### src/rtl/parity_pkg.sv
// Shared parity definitions for the stream encoder and its benches.
// Holds the parity polarity, trailer FSM encoding and a reference reduction.
package parity_pkg;

    localparam logic        PARITY_EVEN      = 1'b0;
    localparam int unsigned PARITY_MAX_WIDTH = 64;

    typedef enum logic {
        PASS            = 1'b0,
        TRAILER_PENDING = 1'b1
    } trailer_state_t;

    // Zero-extend narrower words into value; zeros do not change the parity.
    function automatic logic parity_reduce(input logic [PARITY_MAX_WIDTH-1:0] value);
        return PARITY_EVEN ^ (^value);
    endfunction

endpackage

### src/rtl/parity_encoder.sv
// Combinational even-parity code generator for one data word.
module parity_encoder
    import parity_pkg::*;
#(
    parameter int unsigned DATA_WIDTH = 8
) (
    input  logic [DATA_WIDTH-1:0] data,
    output logic                  code_c
);

    assign code_c = PARITY_EVEN ^ (^data);

endmodule

### src/rtl/parity_stream_encoder.sv
// Valid/ready parity encoder with a two-entry skid buffer and registered ready.
// Define PARITY_STREAM_ENCODER_TRAILER_EN to append a column-parity trailer per packet.
module parity_stream_encoder
    import parity_pkg::*;
#(
    parameter int unsigned DATA_WIDTH = 8
) (
    input  logic                  clock,
    input  logic                  reset,
    input  logic                  upstream_valid,
    output logic                  upstream_ready,
    input  logic [DATA_WIDTH-1:0] upstream_data,
    input  logic                  upstream_last,
    output logic                  downstream_valid,
    input  logic                  downstream_ready,
    output logic [DATA_WIDTH-1:0] downstream_data,
    output logic                  downstream_code,
    output logic                  downstream_last,
    output logic                  downstream_trailer
);

    logic                  up_fire;
    logic                  dn_fire;
    logic                  data_code;

    // Beat presented to the buffer this cycle (upstream word or generated trailer)
    logic                  in_valid;
    logic [DATA_WIDTH-1:0] in_data;
    logic                  in_code;
    logic                  in_last;
    logic                  in_trailer;
    logic                  block_next;

    logic                  skid_valid;
    logic [DATA_WIDTH-1:0] skid_data;
    logic                  skid_code;
    logic                  skid_last;
    logic                  skid_trailer;

    logic                  out_valid_next;
    logic [DATA_WIDTH-1:0] out_data_next;
    logic                  out_code_next;
    logic                  out_last_next;
    logic                  out_trailer_next;
    logic                  skid_valid_next;
    logic [DATA_WIDTH-1:0] skid_data_next;
    logic                  skid_code_next;
    logic                  skid_last_next;
    logic                  skid_trailer_next;

    assign up_fire = upstream_valid & upstream_ready;
    assign dn_fire = downstream_valid & downstream_ready;

    parity_encoder #(.DATA_WIDTH(DATA_WIDTH)) u_data_enc (
        .data   (upstream_data),
        .code_c (data_code)
    );

`ifdef PARITY_STREAM_ENCODER_TRAILER_EN
    trailer_state_t        state;
    trailer_state_t        state_next;
    logic [DATA_WIDTH-1:0] acc;
    logic [DATA_WIDTH-1:0] acc_next;
    logic                  acc_code;
    logic                  trailer_queued;
    logic                  trailer_queued_next;

    parity_encoder #(.DATA_WIDTH(DATA_WIDTH)) u_trailer_enc (
        .data   (acc),
        .code_c (acc_code)
    );

    always_ff @(posedge clock or posedge reset) begin
        if (reset) begin
            state          <= PASS;
            acc            <= '0;
            trailer_queued <= 1'b0;
        end else begin
            state          <= state_next;
            acc            <= acc_next;
            trailer_queued <= trailer_queued_next;
        end
    end

    // The trailer enters the buffer once the skid slot is free, so it queues behind buffered beats.
    always_comb begin
        state_next          = state;
        acc_next            = acc;
        trailer_queued_next = trailer_queued;
        in_valid            = up_fire;
        in_data             = upstream_data;
        in_code             = data_code;
        in_last             = 1'b0;
        in_trailer          = 1'b0;
        case (state)
            PASS: begin
                if (up_fire) begin
                    acc_next = acc ^ upstream_data;
                    if (upstream_last) begin
                        state_next = TRAILER_PENDING;
                    end
                end
            end
            TRAILER_PENDING: begin
                if (!trailer_queued && !skid_valid) begin
                    in_valid            = 1'b1;
                    in_data             = acc;
                    in_code             = acc_code;
                    in_last             = 1'b1;
                    in_trailer          = 1'b1;
                    trailer_queued_next = 1'b1;
                end
                if (dn_fire && downstream_trailer) begin
                    state_next          = PASS;
                    acc_next            = '0;
                    trailer_queued_next = 1'b0;
                end
            end
            default: begin
                state_next = PASS;
            end
        endcase
    end

    assign block_next = (state_next != PASS);
`else
    always_comb begin
        in_valid   = up_fire;
        in_data    = upstream_data;
        in_code    = data_code;
        in_last    = upstream_last;
        in_trailer = 1'b0;
    end

    assign block_next = 1'b0;
`endif

    // Skid buffer: output register refills from skid first, then from the incoming beat.
    always_comb begin
        out_valid_next    = downstream_valid;
        out_data_next     = downstream_data;
        out_code_next     = downstream_code;
        out_last_next     = downstream_last;
        out_trailer_next  = downstream_trailer;
        skid_valid_next   = skid_valid;
        skid_data_next    = skid_data;
        skid_code_next    = skid_code;
        skid_last_next    = skid_last;
        skid_trailer_next = skid_trailer;
        if (!downstream_valid || downstream_ready) begin
            if (skid_valid) begin
                out_valid_next   = 1'b1;
                out_data_next    = skid_data;
                out_code_next    = skid_code;
                out_last_next    = skid_last;
                out_trailer_next = skid_trailer;
                skid_valid_next  = 1'b0;
            end else begin
                out_valid_next = in_valid;
                if (in_valid) begin
                    out_data_next    = in_data;
                    out_code_next    = in_code;
                    out_last_next    = in_last;
                    out_trailer_next = in_trailer;
                end
            end
        end else if (in_valid) begin
            skid_valid_next   = 1'b1;
            skid_data_next    = in_data;
            skid_code_next    = in_code;
            skid_last_next    = in_last;
            skid_trailer_next = in_trailer;
        end
    end

    always_ff @(posedge clock or posedge reset) begin
        if (reset) begin
            downstream_valid   <= 1'b0;
            downstream_data    <= '0;
            downstream_code    <= 1'b0;
            downstream_last    <= 1'b0;
            downstream_trailer <= 1'b0;
            skid_valid         <= 1'b0;
            skid_data          <= '0;
            skid_code          <= 1'b0;
            skid_last          <= 1'b0;
            skid_trailer       <= 1'b0;
            upstream_ready     <= 1'b1;
        end else begin
            downstream_valid   <= out_valid_next;
            downstream_data    <= out_data_next;
            downstream_code    <= out_code_next;
            downstream_last    <= out_last_next;
            downstream_trailer <= out_trailer_next;
            skid_valid         <= skid_valid_next;
            skid_data          <= skid_data_next;
            skid_code          <= skid_code_next;
            skid_last          <= skid_last_next;
            skid_trailer       <= skid_trailer_next;
            upstream_ready     <= !skid_valid_next && !block_next;
        end
    end

endmodule

### config.mk
export PLATFORM = sky130hd
export DESIGN_NAME = parity_stream_encoder
export DESIGN_NICKNAME = d
export VERILOG_FILES = /design/src/rtl/parity_pkg.sv /design/src/rtl/parity_encoder.sv /design/src/rtl/parity_stream_encoder.sv
export SDC_FILE = /design/constraint.sdc
export NUM_CORES = 1
export LEC_CHECK = 0
export CORE_MARGIN = 3
export CORE_UTILIZATION = 45
export DETAILED_ROUTE_END_ITERATION = 6
export GPL_TIMING_DRIVEN = 0
export HOLD_SLACK_MARGIN = 0.1
export PLACE_DENSITY = 0.8
export REMOVE_ABC_BUFFERS = 1
export SYNTH_ARGS = -nofsm -noshare
export SYNTH_HDL_FRONTEND = slang
export SYNTH_SLANG_ARGS = --single-unit
export TNS_END_PERCENT = 10
### constraint.sdc
create_clock -name clock -period 2.1 [get_ports clock]
set_input_delay 0.63 -clock clock [delete_from_list [all_inputs] [get_ports clock]]
set_output_delay 0.63 -clock clock [all_outputs]
set_load 0.03 [all_outputs]
==> summary.md, run 1 <==
| Metric | Value |
|---|---|
| Syn Std Cell Area | `1050 um2` |
| Clock Tree Buf Depth | `2` |
| IO Pins | `26` |
| CP Launch Type | `register` |
| Clk_lat worst skew | `0.30 ns` |
| Overall global routing resource usage | `14.7%` |
| Initial antenna violation count | `0` |
| Hold_buf cts | `0` |
| Setup total negative slack | `0 ns` |
| Status | `complete, no violations` |
| Worst Path Required | `1.47 ns` |
| CTS tree | `yes` |
| Buf/Inv on CP | `1` |
| CP Cell Sequence | `clkdlybuf4s50_1` |
| Layout cells sized above 1 | `15.3%` |
| Initial Util | `50.5%` |
| GP Congestion | `0.709` |
| DRT Pass-1 Iters | `1` |
| Register area share after synthesis | `54.8%` |
| Reg-to-reg startpoint | `skid_valid$_DFF_PP0_` |
| H-tree level count | `1` |
| Crit-path leading delay family | `buffers and inverters` |
| Worst EP arrival | `1.35 ns` |
| Root buffer cell | `clkbuf_4` |
| Final Total Pwr | `1340 uW` |
| Max rail drop VDD | `553 uV` |
| Crit path capture type | `output pin` |
| Synth Warn # | `0` |
| Post-synth top area share | `52.3%` |
| Routed vias/inst | `4.98` |
| Max incr delay on CP | `0.67 ns` |
| Tmin final | `1.98 ns` |
| LEAKAGE | `0.000550 uW` |
| Pwr Density | `1010 nW/um2` |
| Slew @ Worst Pin | `0.839 ns` |
| Fmax | `0.505 GHz` |
| IO Port Bufs | `24` |
| Cells after Synth | `87` |
| # rows | `16` |
| TritonCTS sink count | `23` |
| Area contributors post-synth | `dfrtp_1, mux2_2, mux2i_1` |
| DRC viols | `0` |
| Global-route wire length before repair | `3030 um` |
| Library cells used by synthesis | `21` |
| Iteration-0 DRC Markers | `0` |
| Slew Viols, Final | `0` |
| Final setup vio count | `0` |
| Clock-pin slew on the worst setup and hold paths | `0.12 ns` |
| Ant diodes | `0` |
| WL final | `1850 um` |
| RSZ-0062 raised after global routing | `no` |
| Period utilization | `94.2%` |
| Core box area | `2080 um2` |
| NumNets Final | `125` |
| Layout area overhead | `25.2%` |
| Startpoint of the worst hold path | `skid_code$_DFFE_PP0P_` |
| Vias in the first global route | `696` |
| Vias | `687` |
| Skew final | `0.00268 ns` |
| Max-cap violations | `0` |
| DP Wirelength | `1340 um` |
| Worst Path Max Fanout | `2` |
| Fin. Hold Viols | `0` |
| Die height | `54.4 um` |
| Fillers | `190` |
| Slew headroom | `44.0%` |
| Die area | `2950 um2` |
| Leading area contributor after synthesis | `dfrtp_1` |
| Worst Hold Class | `register to register` |
| Worst setup startpoint | `downstream_data[1]$_DFFE_PP0P_` |
| Largest net degree at the start of global routing | `24` |
| Critical-path top delay cell | `clkdlybuf4s50_1` |
| CTS buffer count | `3` |
| Average size of a mapped cell | `12.1 um2` |
| ANT nets after route | `0` |
| Grt total ovfl | `0` |
| #FFs+latches synth | `23` |
| Die width | `54.4 um` |
| CP Class | `register to output pin` |
| Fin Hold WS | `0.496 ns` |
| WL/cell | `13.4 um` |
## final cells by class
type                    count  area (um2)  area share, %
inverters                   2        7.51          0.570
clock buffers               4        26.3           1.99
well taps                  27        33.8           2.56
multi-input cells          58         434           33.0
repair buffers             24         239           18.1
flip-flops and latches     23         577           43.8
## synthesized netlist by cell type
cell type,number
nand3_2,1
nor2_1,9
conb_1,1
dfstp_2,1
mux2_2,9
dfrtp_1,22
and3_1,1
mux2i_1,9
nand2_1,4
a21oi_1,11
clkbuf_8,1
buf_4,2
inv_1,2
buf_2,1
o31ai_2,1
nor2b_4,1
nor2_4,1
o21ai_0,1
xnor2_1,7
or2b_1,1
a21o_1,1
## registers in the layout (all words and copies together), names as in the netlist
| name | flops |
|---|---|
| downstream_data | 8 |
| skid_data | 8 |
| downstream_code | 1 |
| downstream_last | 1 |
| downstream_valid | 1 |
| skid_code | 1 |
| skid_last | 1 |
| skid_valid | 1 |
| upstream_ready | 1 |
## placed cells by master (no fill, tap or decap), types with 2 or more instances in the layout
cell type / n
mux2i_1: 9
mux2_2: 9
dfrtp_1: 22
nor2_1: 9
xnor2_1: 7
a21oi_1: 11
clkbuf_4: 3
nand2_1: 4
inv_1: 2
clkdlybuf4s50_1: 23
## path summary, 6_finish.rpt
kind	end	slack (ns)	cells after the start
max in group asynchronous	downstream_data[3]$_DFFE_PP0P_	0.80	2
min in group asynchronous	skid_code$_DFFE_PP0P_	0.79	2
worst max register to register	downstream_data[3]$_DFFE_PP0P_	0.49	4
worst min register to register	skid_code$_DFFE_PP0P_	0.50	2
worst max-delay path	downstream_data[1]	0.12	1
worst min-delay path	skid_code$_DFFE_PP0P_	0.50	2
## where the power goes
group / total [uW] / internal (uW) / switching (uW)
Combinational: 501 / 238 / 263
Clock: 198 / 74.0 / 124
Sequential: 638 / 565 / 72.8
Total: 1340 / 877 / 460
## stage by stage
step           utilization [%]  cell area, um2  cells  setup WS [ns]
2_1_floorplan                -            1020     83          0.694
3_3_place_gp              62.1            1290    134         0.0681
3_5_place_dp              62.1            1290    134         0.0254
4_1_cts                   63.3            1320    138         0.0971
5_1_grt                   63.3            1320    138         0.0465
6_report                  63.3            1320    138          0.122
## logic make-up (layout without fill, tap and decap cells)
logic type,count (synthesis),after routing,synth area share (%)
AO/OA/AOI/OAI,14,14,7.61
AND/OR/NAND/NOR,18,18,9.27
flip-flops,23,23,54.8
multiplexers,18,18,18.2
XOR/XNOR,7,7,5.83
buffers and inverters,6,30,3.92
other,1,1,0.356
## what timing repair did
item / 4_1_cts / 5_1_grt
setup buffers: 0 / 0
endpoints found under the setup margin: 1 / 0
hold endpoints to repair: 0 / 0
gates resized for setup: 1 / 0
## routing by layer
metal / vias up / part of all wire, % / GRT usage [%]
met2: 19 / 50 / 26.1
met4: 0 / 1.7 / 7.47
met1: 325 / 43 / 16.5
met3: 4 / 5.8 / 3.00
met5: - / 0 / 0
li1: 339 / - / -
Power figures use the tool's default switching activity.
==> run 2, diff against run 1 <==
--- a/config.mk
+++ b/config.mk
@@ -8,9 +8,10 @@
 export CORE_MARGIN = 3
 export CORE_UTILIZATION = 45
 export DETAILED_ROUTE_END_ITERATION = 6
+export DONT_BUFFER_PORTS = 1
 export GPL_TIMING_DRIVEN = 0
 export HOLD_SLACK_MARGIN = 0.1
-export PLACE_DENSITY = 0.8
+export PLACE_DENSITY = 0.66
 export REMOVE_ABC_BUFFERS = 1
 export SYNTH_ARGS = -nofsm -noshare
 export SYNTH_HDL_FRONTEND = slang
==> run 2 against run 1 <==
Sequential cell count unchanged. Sequential share of layout area up 9.6 points. Critical endpoint is now downstream_data[5]$_DFFE_PP0P_. Final cell count down 17%. Power down 11%. Core utilization down 11 points. Global-route usage down 1.1 points. Worst setup slack better by 0.37 ns.
==> summary.md, run 2 (same netlist as run 1, synthesis figures left out) <==
| Metric | Value |
|---|---|
| Tmin final | `1.61 ns` |
| Ant diodes | `0` |
| Post-Layout Inst Area | `1080 um2` |
| GP Congestion | `0.627` |
| DP Area | `1050 um2` |
| Crit path capture type | `register` |
| Slew headroom | `42.7%` |
| Initial antenna violation count | `0` |
| Commonest cells after routing, fill and taps aside | `dfrtp_1, a21oi_1, mux2i_1, nor2_1, mux2_2` |
| RSZ-0062 raised after global routing | `no` |
| CP Launch Type | `register` |
| Period utilization | `76.8%` |
| CTS tree | `yes` |
| Layout cells sized above 1 | `20.7%` |
| Sw Ratio | `36.9%` |
| Clk_lat worst skew | `0.30 ns` |
| WL final | `1690 um` |
| Clock power share | `17.0%` |
| Share of power burned in registers | `64.8%` |
| Global-route wire length before repair | `2830 um` |
| DP Wirelength | `1190 um` |
| Post-cts resize count | `0` |
| Top flop regs | `downstream_data x8, skid_data x8` |
| Worst Path Required | `2.34 ns` |
| Net Switching | `439 uW` |
| Gr busiest metal | `met2` |
| Clock-pin slew on the worst setup and hold paths | `0.13 ns` |
| CTS buffer count | `3` |
| Hold_buf cts | `0` |
| Grt total ovfl | `0` |
| Core box area | `2080 um2` |
| Pwr Density | `1100 nW/um2` |
| Slew Viols, Final | `0` |
| # rows | `16` |
| Worst setup startpoint | `skid_valid$_DFF_PP0_` |
| Vias in the first global route | `653` |
| Skew final | `0.00476 ns` |
| TritonCTS sink count | `23` |
| IO Pins | `26` |
| R2r setup slk | `0.49 ns` |
| Fmax | `0.620 GHz` |
| CP Class | `register to register` |
| H-tree level count | `1` |
| Internal Power | `751 uW` |
| Post-CTS setup repair buffer count | `0` |
| Max rail drop VDD | `466 uV` |
| DRC viols | `0` |
| Clock Tree Buf Depth | `2` |
| LEAKAGE | `0.000458 uW` |
| Status | `complete, no violations` |
| Iteration-0 DRC Markers | `5` |
| WL/cell | `14.8 um` |
| Layout area overhead | `2.62%` |
| Power share of the combinational group | `18.2%` |
| Fillers | `191` |
| ANT nets after route | `0` |
| Die height | `54.4 um` |
| Worst Path Max Fanout | `18` |
| NumNets Final | `101` |
| Overall global routing resource usage | `13.6%` |
| Worst EP arrival | `1.85 ns` |
| Fin Hold WS | `0.372 ns` |
| Largest net degree at the start of global routing | `24` |
| Met3 usage | `3.81%` |
| Die width | `54.4 um` |
| Final setup vio count | `0` |
| Reg-to-reg startpoint | `skid_valid$_DFF_PP0_` |
| Fin. Hold Viols | `0` |
| Setup total negative slack | `0 ns` |
| GR Layer Usage met1 | `16.2%` |
| DRT Pass-1 Iters | `4` |
| Routed vias/inst | `5.34` |
| Met2 usage | `23.1%` |
| Die area | `2950 um2` |
| Max-cap violations | `0` |
| Worst Hold Class | `input pin to async pin` |
| IO Port Bufs | `0` |
| Commonest non-fill, non-tap cell in the layout | `dfrtp_1` |
| Initial Util | `50.5%` |
| Root buffer cell | `clkbuf_4` |
| Vias | `609` |
| Slew @ Worst Pin | `0.858 ns` |
run 2: area by class of cell:
type / instances / area (um2) / area share [%]
Sequential cell: 23 / 577 / 53.4
Clock buffer: 3 / 22.5 / 2.09
Inverter: 2 / 7.51 / 0.695
Clock inverter: 1 / 5.00 / 0.463
Tap cell: 27 / 33.8 / 3.13
Multi-Input combinational cell: 58 / 434 / 40.2
run 2: power groups by stage:
stage / Sequential (uW) / Clock [uW] / Combinational (uW)
global placement: 780 / 0 / 213
floorplan: 762 / 0 / 192
finish: 772 / 202 / 217
global route: 793 / 230 / 251
detailed placement: 786 / 0 / 221
CTS: 776 / 212 / 221
run 2: path summary, 6_finish.rpt:
path | to | depth (start not counted)
worst max-delay path | downstream_data[5]$_DFFE_PP0P_ | 4
worst min-delay path | downstream_data[4]$_DFFE_PP0P_ | 1
worst max register to register | downstream_data[5]$_DFFE_PP0P_ | 4
worst min register to register | skid_code$_DFFE_PP0P_ | 2
max in group asynchronous | skid_data[1]$_DFFE_PP0P_ | 1
min in group clock | upstream_ready$_DFF_PP1_ | 2
run 2: critical path: stages (launching register included):
cell	delay, ns
dfrtp_1	0.78
a21oi_1	0.18
nor2_4	0.39
nor2_1	0.08
a21oi_1	0.12
run 2: through the flow:
stage / instances / total power (uW) / worst slack, ns / utilization [%]
2_1_floorplan: 83 / 954 / 0.694 / -
3_3_place_gp: 110 / 993 / 0.536 / 50.5
3_5_place_dp: 110 / 1010 / 0.483 / 50.5
4_1_cts: 114 / 1210 / 0.466 / 51.9
5_1_grt: 114 / 1270 / 0.273 / 51.9
6_report: 114 / 1190 / 0.487 / 51.9
run 2: layer usage:
layer,vias up,wire length [um]
met4,0,13
li1,292,-
met5,-,0
met3,2,133
met2,16,859
met1,299,684
==> run 3, diff against run 2 <==
--- a/config.mk
+++ b/config.mk
@@ -11,7 +11,7 @@
 export DONT_BUFFER_PORTS = 1
 export GPL_TIMING_DRIVEN = 0
 export HOLD_SLACK_MARGIN = 0.1
-export PLACE_DENSITY = 0.66
+export PLACE_DENSITY = 0.68
 export REMOVE_ABC_BUFFERS = 1
 export SYNTH_ARGS = -nofsm -noshare
 export SYNTH_HDL_FRONTEND = slang
==> constraint.sdc (replaced) <==
create_clock -name clock -period 1.4 [get_ports clock]
set_input_delay 0.42 -clock clock [delete_from_list [all_inputs] [get_ports clock]]
set_output_delay 0.42 -clock clock [all_outputs]
set_load 0.03 [all_outputs]
==> run 3 against run 2 <==
Clock power up 46%. Critical endpoint is now upstream_ready. The run now ends with negative setup slack left. Largest power group unchanged. Core utilization up 1.5 points. Sequential share of layout area down 1.3 points. Clock-buffer cell count up 1. Combinational power up 59%. Register-to-register slack worse by 0.44 ns. Largest cell class unchanged. Clock skew down 0.0017 ns. Cell area up 2.9%. Sequential cell count unchanged. Final cell count up 1.8%.
==> summary.md, run 3 (same netlist as run 1, synthesis figures left out) <==
| Metric | Value |
|---|---|
| Slew headroom | `42.5%` |
| WL/cell | `14.8 um` |
| Largest net degree at the start of global routing | `24` |
| Vias | `609` |
| Worst Path Required | `0.98 ns` |
| Initial Util | `50.5%` |
| Commonest cells after routing, fill and taps aside | `dfrtp_1, a21oi_1, mux2i_1, nor2_1, mux2_2` |
| Met3 usage | `4.90%` |
| R2r setup slk | `0.05 ns` |
| Final setup vio count | `1` |
| # rows | `16` |
| Fin. Hold Viols | `0` |
| Worst Hold Class | `input pin to async pin` |
| H-tree level count | `1` |
| Die height | `54.4 um` |
| Clock-pin slew on the worst setup and hold paths | `0.12 ns` |
| R2R Path End | `downstream_data[2]$_DFFE_PP0P_` |
| Pwr Density | `1620 nW/um2` |
| Crit path capture type | `output pin` |
| Gr busiest metal | `met2` |
| Hold_buf cts | `0` |
| Worst Slack Setup Final | `-0.0144 ns` |
| RSZ-0062 raised after global routing | `yes` |
| IO Port Bufs | `0` |
| Met2 usage | `23.3%` |
| CTS tree | `yes` |
| TritonCTS sink count | `23` |
| Iteration-0 DRC Markers | `2` |
| Layout area overhead | `5.59%` |
| Slew @ Worst Pin | `0.862 ns` |
| IO Pins | `26` |
| Ant diodes | `0` |
| Routed vias/inst | `5.25` |
| Worst Path Max Fanout | `4` |
| Layout cells sized above 1 | `24.7%` |
| CTS buffer count | `3` |
| Skew final | `0.00304 ns` |
| Inst Count DP | `110` |
| WL final | `1710 um` |
| Fin Hold WS | `0.173 ns` |
| DP Wirelength | `1190 um` |
| Die area | `2950 um2` |
| Worst EP arrival | `0.99 ns` |
| Grt total ovfl | `0` |
| Root buffer cell | `clkbuf_4` |
| Core box area | `2080 um2` |
| GR Layer Usage met1 | `15.5%` |
| Global-route wire length before repair | `2860 um` |
| CP Launch Type | `register` |
| ANT nets after route | `0` |
| Slew Viols, Final | `0` |
| Vias in the first global route | `667` |
| Overall global routing resource usage | `13.8%` |
| Setup Slack @ Placement | `-0.202 ns` |
| DRC viols | `0` |
| Fmax | `0.707 GHz` |
| NumNets Final | `103` |
| Period utilization | `101%` |
| Max-cap violations | `0` |
| Reg-to-reg startpoint | `upstream_ready$_DFF_PP1_` |
| Finished Layout Cells | `116` |
| Die width | `54.4 um` |
| GP Congestion | `0.609` |
| Tmin final | `1.41 ns` |
| LEAKAGE | `0.000465 uW` |
| Max rail drop VDD | `784 uV` |
| Top flop regs | `downstream_data x8, skid_data x8` |
| Setup total negative slack | `-0.0144 ns` |
| Violated checks | `negative setup slack` |
| Clk_lat worst skew | `0.30 ns` |
| Clock Tree Buf Depth | `2` |
| Commonest non-fill, non-tap cell in the layout | `dfrtp_1` |
| Cell depth of the worst flop-to-flop path | `5` |
| CP Class | `register to output pin` |
| Status | `complete, but fails checks` |
| DRT Pass-1 Iters | `4` |
| Initial antenna violation count | `0` |
run 3: stage by stage:
step | area [um2] | power (uW) | util [%]
after CTS | 1100 | 1830 | 53.0
after global routing | 1110 | 1930 | 53.4
after floorplan | 1020 | 1430 | -
final | 1110 | 1800 | 53.4
after global placement | 1050 | 1490 | 50.5
after detailed placement | 1050 | 1510 | 50.5
run 3: area by class of cell:
cell class | count | area [um2]
Timing Repair Buffer | 2 | 18.8
Fill cell | 195 | 971
Tap cell | 27 | 33.8
Clock buffer | 4 | 26.3
Sequential cell | 23 | 579
Multi-Input combinational cell | 58 | 445
Inverter | 2 | 7.51
run 3: worst max path at each step:
| stage | start | endpoint | cells past startpoint |
|---|---|---|---|
| after floorplan | downstream_valid$_DFFE_PP0P_ | skid_data[0]$_DFFE_PP0P_ | 3 |
| after global placement | skid_valid$_DFF_PP0_ | downstream_data[2]$_DFFE_PP0P_ | 4 |
| after detailed placement | skid_valid$_DFF_PP0_ | downstream_data[6]$_DFFE_PP0P_ | 4 |
| after CTS | upstream_ready$_DFF_PP1_ | upstream_ready | 0 |
| after global routing | upstream_ready$_DFF_PP1_ | upstream_ready | 0 |
| final | upstream_ready$_DFF_PP1_ | upstream_ready | 0 |
run 3: per-layer routing:
layer	vias up	part of all wire [%]
met2	17	50
met4	0	0.58
met5	-	0
met3	2	7.0
met1	294	43
li1	296	-
run 3: where the power goes:
group | internal, uW | switching (uW)
clock network | 111 | 184
registers | 848 | 314
logic | 190 | 155
total | 1150 | 652
run 3: timing repair:
action | CTS | global route
pin swaps | 1 | 0
setup buffers | 2 | 0
endpoints found under the setup margin | 21 | 17
gates resized for setup | 3 | 2
